<file path="src/rtl/tile_stream_unpacker.sv">
// Captures loader tiles into a small FIFO and streams them out as LANES-wide
// beats, trimmed to the requested element count, with last/done signalling.
module tile_stream_unpacker #(
  parameter int unsigned TILE_WIDTH = 256,
  parameter int unsigned DATA_WIDTH = 8,
  parameter int unsigned LANES      = 4,
  parameter int unsigned FIFO_DEPTH = 2
) (
  input  logic                             clk,
  input  logic                             rst,
  input  logic                             start,
  input  logic [19:0]                      length,
  input  logic [TILE_WIDTH-1:0]            tile_in,
  input  logic                             tile_valid,
  output logic                             tile_ready,
  output logic [LANES*DATA_WIDTH-1:0]      out_data,
  output logic                             out_valid,
  input  logic                             out_ready,
  output logic                             out_last,
  output logic [$clog2(LANES+1)-1:0]       out_count,
  output logic                             done,
  output logic                             overflow
);

  localparam int unsigned BEAT_BITS = LANES * DATA_WIDTH;
  localparam int unsigned BEATS     = TILE_WIDTH / BEAT_BITS;
  localparam int unsigned BEAT_W    = (BEATS > 1) ? $clog2(BEATS) : 1;
  localparam int unsigned PTR_W     = (FIFO_DEPTH > 1) ? $clog2(FIFO_DEPTH) : 1;
  localparam int unsigned CNT_W     = $clog2(FIFO_DEPTH + 1);
  localparam int unsigned LEN_W     = 20;
  localparam int unsigned OCNT_W    = $clog2(LANES + 1);

  localparam logic [1:0] S_IDLE = 2'd0;
  localparam logic [1:0] S_RUN  = 2'd1;
  localparam logic [1:0] S_DONE = 2'd2;

  logic [1:0]            state_q, state_d;
  logic [LEN_W-1:0]      rem_q, rem_d;
  logic [BEAT_W-1:0]     beat_idx_q, beat_idx_d;
  logic                  done_q, done_d;
  logic                  overflow_q, overflow_d;
  logic [CNT_W-1:0]      count_q, count_d;
  logic [PTR_W-1:0]      rd_ptr_q, rd_ptr_d;
  logic [PTR_W-1:0]      wr_ptr_q, wr_ptr_d;
  logic [TILE_WIDTH-1:0] mem_q [FIFO_DEPTH];
  logic [TILE_WIDTH-1:0] mem_d [FIFO_DEPTH];

  logic                  flush_c;
  logic                  pop_c;
  logic                  push_c;
  logic                  hs_c;
  logic [TILE_WIDTH-1:0] head_c;
  logic [BEATS-1:0][LANES-1:0][DATA_WIDTH-1:0] beat_view_c;
  logic [LANES-1:0][DATA_WIDTH-1:0]            cur_beat_c;

  function automatic logic [PTR_W-1:0] ptr_inc(input logic [PTR_W-1:0] p);
    return (p == PTR_W'(FIFO_DEPTH - 1)) ? '0 : p + PTR_W'(1);
  endfunction

  // Beat view of the head tile: element 0 sits at the tile MSB.
  assign head_c = mem_q[rd_ptr_q];
  for (genvar b = 0; b < BEATS; b++) begin : g_beat
    for (genvar l = 0; l < LANES; l++) begin : g_lane
      assign beat_view_c[b][l] =
        head_c[TILE_WIDTH-1-(b*LANES+l)*DATA_WIDTH -: DATA_WIDTH];
    end
  end
  assign cur_beat_c = beat_view_c[beat_idx_q];

  assign out_valid  = (state_q == S_RUN) && (count_q != '0);
  assign out_count  = !out_valid ? '0 :
                      (rem_q < LEN_W'(LANES)) ? OCNT_W'(rem_q) : OCNT_W'(LANES);
  assign out_last   = out_valid && (rem_q <= LEN_W'(LANES));
  assign hs_c       = out_valid && out_ready;
  assign tile_ready = (count_q < CNT_W'(FIFO_DEPTH));
  assign done       = done_q;
  assign overflow   = overflow_q;

  // Lanes past the remaining element count are zeroed.
  for (genvar i = 0; i < LANES; i++) begin : g_out
    assign out_data[i*DATA_WIDTH +: DATA_WIDTH] =
      (out_valid && (rem_q > LEN_W'(i))) ? cur_beat_c[i] : '0;
  end

  always_comb begin
    state_d    = state_q;
    rem_d      = rem_q;
    beat_idx_d = beat_idx_q;
    overflow_d = overflow_q;
    flush_c    = 1'b0;
    pop_c      = 1'b0;
    push_c     = 1'b0;
    count_d    = count_q;
    rd_ptr_d   = rd_ptr_q;
    wr_ptr_d   = wr_ptr_q;
    mem_d      = mem_q;

    case (state_q)
      S_IDLE: begin
        if (start) begin
          rem_d      = length;
          beat_idx_d = '0;
          overflow_d = 1'b0;
          flush_c    = 1'b1;
          state_d    = (length != '0) ? S_RUN : S_DONE;
        end
      end
      S_RUN: begin
        if (hs_c) begin
          rem_d = rem_q - LEN_W'(out_count);
          if (out_last) begin
            pop_c      = 1'b1;
            beat_idx_d = '0;
            state_d    = S_DONE;
          end else if (beat_idx_q == BEAT_W'(BEATS - 1)) begin
            pop_c      = 1'b1;
            beat_idx_d = '0;
          end else begin
            beat_idx_d = beat_idx_q + BEAT_W'(1);
          end
        end
      end
      S_DONE: begin
        flush_c = 1'b1;
        state_d = S_IDLE;
      end
      default: state_d = S_IDLE;
    endcase

    done_d = (state_d == S_DONE);

    // A tile arriving alongside a flush survives as the new first entry.
    if (flush_c) begin
      rd_ptr_d = '0;
      if (tile_valid) begin
        mem_d[0] = tile_in;
        wr_ptr_d = ptr_inc('0);
        count_d  = CNT_W'(1);
      end else begin
        wr_ptr_d = '0;
        count_d  = '0;
      end
    end else begin
      push_c = tile_valid && ((count_q < CNT_W'(FIFO_DEPTH)) || pop_c);
      if (pop_c) begin
        rd_ptr_d = ptr_inc(rd_ptr_q);
      end
      if (push_c) begin
        mem_d[wr_ptr_q] = tile_in;
        wr_ptr_d        = ptr_inc(wr_ptr_q);
      end
      if (tile_valid && !push_c) begin
        overflow_d = 1'b1;
      end
      count_d = count_q + CNT_W'(push_c) - CNT_W'(pop_c);
    end
  end

  always_ff @(posedge clk) begin
    if (rst) begin
      state_q    <= S_IDLE;
      rem_q      <= '0;
      beat_idx_q <= '0;
      done_q     <= 1'b0;
      overflow_q <= 1'b0;
      count_q    <= '0;
      rd_ptr_q   <= '0;
      wr_ptr_q   <= '0;
    end else begin
      state_q    <= state_d;
      rem_q      <= rem_d;
      beat_idx_q <= beat_idx_d;
      done_q     <= done_d;
      overflow_q <= overflow_d;
      count_q    <= count_d;
      rd_ptr_q   <= rd_ptr_d;
      wr_ptr_q   <= wr_ptr_d;
    end
  end

  // Tile storage carries no reset; occupancy is tracked by count_q.
  always_ff @(posedge clk) begin
    mem_q <= mem_d;
  end

endmodule

</file>
<file path="config.mk">
export PLATFORM = sky130hd
export DESIGN_NAME = tile_stream_unpacker
export DESIGN_NICKNAME = d
export VERILOG_FILES = /design/src/rtl/tile_stream_unpacker.sv
export SDC_FILE = /design/constraint.sdc
export NUM_CORES = 1
export LEC_CHECK = 0
export ABC_AREA = 1
export BUFFER_PORTS_ARGS = -buffer_cell sky130_fd_sc_hd__buf_4
export CORE_MARGIN = 2
export CORE_UTILIZATION = 30
export CTS_BUF_LIST = sky130_fd_sc_hd__clkbuf_4 sky130_fd_sc_hd__clkbuf_8 sky130_fd_sc_hd__clkbuf_16
export DETAILED_ROUTE_END_ITERATION = 10
export MAX_ROUTING_LAYER = met4
export PLACE_DENSITY_LB_ADDON = 0.12
export REMOVE_ABC_BUFFERS = 1
export SETUP_SLACK_MARGIN = 0.3
export SYNTH_ARGS = -nofsm -noshare
export SYNTH_HDL_FRONTEND = slang
export SYNTH_SLANG_ARGS = --single-unit
</file>
<file path="constraint.sdc">
create_clock -name clk -period 28.8 [get_ports clk]
set_input_delay 1.44 -clock clk [delete_from_list [all_inputs] [get_ports clk]]
set_output_delay 1.44 -clock clk [all_outputs]
set_load 0.01 [all_outputs]
</file>
==> impl.org <==
** Outcome
- Outcome :: completed

** Routing
- Number of DRC markers after the initial detailed-route iteration :: 1,078
- DRC :: 0
- WL per Instance :: a little under 20 um
- DRT Wirelength :: 75,000 um
- Average via count per standard cell :: 4.69
- Via Count :: 17,900
- Number of nets with antenna violations after detailed routing :: 0
- Number of iterations in the first detailed-routing pass :: 5

** Power
- Share of total power in the clock network :: 41.1%
- Relative contribution of combinational cells to total power :: 12.3%
- The analysis attributes to cell leakage a power of between 10 and 15 nW.
- Switching power :: 0.517 mW
- Internal power of the cells :: 1.54 mW
- Net switching fraction of the power :: roughly 25%
- Dividing total power by cell area gives a power density of around 66 nW/um2.
- Share of total power in sequential cells :: 46.6%
- IR analysis of the VDD net gives a maximum drop of 37.6 uV.

** GRT
- Across every metal layer, demand over resource in global routing totals 17.3%.
- The via count of the first global-routing pass was ~18,000.
- The first global-routing pass estimated 114,000 um of wire.
- Maximum number of pins on one net before global-route repair :: 167
- Number of antenna violations at the first check in global routing :: 9
- Total global routing overflow :: 0

** CTS
- Buffer depth of the longest clock path :: 3
- Number of sinks on the clock net :: 543
- Cts-stage hold buffer count :: 0
- Clock slew seen by the registers of the worst setup and hold paths :: 0.06 ns
- Depth of the CTS H-tree :: 3
- Number of clock buffers inserted by TritonCTS :: 68
- The tree is rooted in a sky130_fd_sc_hd__clkbuf_16.
- For the worst-skew pair, the clock arrives at the later sink with an insertion delay of approximately 0.6 ns.
- The number of setup buffers added after CTS is 0.
- Resize count post-CTS :: 0
- TritonCTS built the clock tree.

** Worst setup path
- By startpoint and endpoint, the worst setup path is classified as reg2out.
- The worst setup path is launched from a flip-flop.
- Most frequent cell on the critical path :: sky130_fd_sc_hd__buf_4
- STA classifies the critical path endpoint as an output pin.
- Along the worst path, the maximum fanout reaches 166.
- Traced cell by cell, the critical path runs through inv_8 > buf_4 > nand2_1 > a221oi_1 > o21ai_0 > a21oi_1 > buf_4.
- In this design, the stage delay of the slowest critical-path cell is 0.89 ns.
- Worst endpoint data arrival time :: 4.43 ns
- Critical Path RT :: 27.36 ns
- Cell with the largest stage delay on the worst path :: sky130_fd_sc_hd__buf_4

** Timing
- Setup violations remaining at the end of the flow were counted as 0.
- Hold violation total from the final report :: 0
- Setup repair after global routing missed its margin :: false
- Maximum operating frequency :: 170 MHz
- Setup tns final :: 0 ns
- Tmin final :: 5.87 ns
- The number of pins exceeding their max-slew limit in the final report was 0.
- After layout, the worst path uses 20.4% of the clock period.
- Headroom to the max-slew limit came out at between 20% and 30%.
- Across all hold checks on the routed design, the worst slack comes to 0.481 ns.
- Layout Skew :: 0.0245 ns
- Slew at the pin with the worst max-slew slack :: between 1 and 1.5 ns

** Floorplanning
- Number of rows in the core area :: 107
- In this run the count of I/O pins placed on the die edge is 321.
- Initial core utilization :: 30.3%
- The die covers 88,500 um2.
- The core region is 85,300 um2.
- The die is 298 um tall.
- The die is 298 um wide.

** Run
- Max-capacitance violation count :: 0

** Synthesis
- Post-synthesis adder-cell area fraction :: less than 1%
- Cell type with the largest total area after synthesis :: sky130_fd_sc_hd__edfxtp_1
- Most instantiated cells after synthesis :: sky130_fd_sc_hd__edfxtp_1 (512), sky130_fd_sc_hd__nand2_1 (410), sky130_fd_sc_hd__inv_1 (299)
- Portion of synthesized cell area occupied by the leading cell type :: 59.5%
- After Yosys synthesis, and, or, nand and nor cells account for 18.6% of the synthesized area.
- Among all cell types in the netlist, the one instantiated most often is sky130_fd_sc_hd__edfxtp_1.
- Dividing the synthesized area by the synthesized cell count gives around 11 um2.
- After synthesis, the largest family of logic cells by area is simple AND/OR/NAND/NOR gates.
- Counting flops with an async set or reset pin after synthesis yields a share of 0%.
- Total of warnings raised by yosys :: 0
- Register bit count reported by yosys :: 543
- In the synthesized netlist the dominant register cell turns out to be sky130_fd_sc_hd__edfxtp_1.
- Summing the sequential cell areas from Yosys gives 61.9% of the chip area.
- Multiplexer share of the synthesized area :: 0%
- Fraction of synthesized cell area in xor and xnor cells :: 0.136%
- The mapped netlist covers 25,900 um2.
- Synthesized netlist cell count :: 2,336
- Yosys attributes the largest share of cell area to sky130_fd_sc_hd__edfxtp_1 (59%), sky130_fd_sc_hd__nor2_4 (8.8%), sky130_fd_sc_hd__nand2_1 (6.0%).
- Compound-gate portion of the synthesized area :: 11.3%
- Synthesis instantiated 46 different standard cells from the library.
- EDFF count, synth :: just over 500

** Placement
- Number of buffers inserted by port buffering :: 320
- The wire-length estimate of the detail-placed layout is 44,900 um.
- The congestion estimate from routability-driven global placement came to approximately 0.8.

** Min path
- In this run the worst hold path is classified as reg2reg.

** Final layout
- The final layout contains 2,892 nets.
- Cells with a size suffix above 1 make up 25.8% of the layout.
- Layout-stage area growth over the synthesis result :: 21.2%
- Filler cell count in the final layout :: 8,559
[layout make-up]
type                    instances  area [um2]  area share [%]
multi-input cells            1340        7910            25.2
diodes                          5        12.5          0.0399
flip-flops and latches        543       16000            51.1
clock buffers                  91        1910            6.09
inverters                     307        1170            3.75
repair buffers                344        2590            8.28
well taps                    1144        1430            4.57
clock inverters                31         293           0.934
[critical path: cells and delay by family (launching register included)]
kind                   cells  cell delay [ns]
flip-flops                 1             0.55
AND/OR/NAND/NOR            1             0.12
buffers and inverters      3             1.84
AO/OA/AOI/OAI              3             0.93
[logic make-up after synthesis]
family	count (synthesis)
fa+ha+maj	7
compound gates	498
buf+inv	453
flops	543
simple gates	831
xor+xnor	4
[power by group through the flow]
stage | clock network [mW] | registers, mW | logic (mW)
final | 0.846 | 0.959 | 0.252
after global placement | 0 | 0.975 | 0.255
after floorplan | 0 | 1.01 | 0.196
after global routing | 0.903 | 0.966 | 0.281
after detailed placement | 0 | 0.976 | 0.258
after CTS | 0.875 | 0.960 | 0.258
[per-stage QoR]
| step | total power, mW | area, um2 | utilization (%) | worst slack (ns) | std cells |
|---|---|---|---|---|---|
| floorplan | 1.20 | 25000 | - | 7.12 | 2190 |
| global placement | 1.23 | 29100 | 34.1 | 23.14 | 3678 |
| detailed placement | 1.23 | 29100 | 34.1 | 23.09 | 3678 |
| CTS | 2.09 | 31300 | 36.7 | 22.90 | 3800 |
| global route | 2.15 | 31300 | 36.7 | 22.66 | 3805 |
| finish | 2.06 | 31300 | 36.7 | 22.93 | 3805 |
[placed cells by master (no fill, tap or decap), drive strengths merged]
cell type  instances
edfxtp           512
nand2            416
buf              344
nor2             332
inv              309
a21oi            249
o21ai            101
clkbuf            91
nand3             55
a22oi             47
a221oi            36
dfxtp             31
clkinv            24
a211oi            18
a32o              13
o22ai             12
nand4             10
a31oi              8
nor4               6
ha                 6
diode              5
nor3               5
o221ai             5
o311ai             5
bufinv             5
xnor2              3
or2                3
o211ai             2
nand3b             2
and2               1
o21bai             1
xor2               1
and3               1
o211a              1
fa                 1
[path summary, 6_finish.rpt]
check                  to  depth (start not counted)     startpoint  slack, ns
max          out_data[20]                          7       rd_ptr_q      22.93
min              overflow                          2       overflow       0.48
max reg2reg    mem_q[503]                         12  beat_idx_q[0]      23.62
min reg2reg      overflow                          2       overflow       0.48
[per-layer routing]
layer	GRT usage, %	share of wire [%]
met3	3.78	5.9
met1	21.5	43
met2	28.5	49
met5	-	0
met4	4.40	1.7
[state kept, by name, indices dropped and copies added, names as in the netlist]
register,cells
state_q,2
count_q,2
done,1
beat_idx_q,3
mem_q,512
wr_ptr_q,1
rem_q,20
rd_ptr_q,1
overflow,1
No activity file was read; power rests on OpenSTA's default activity.
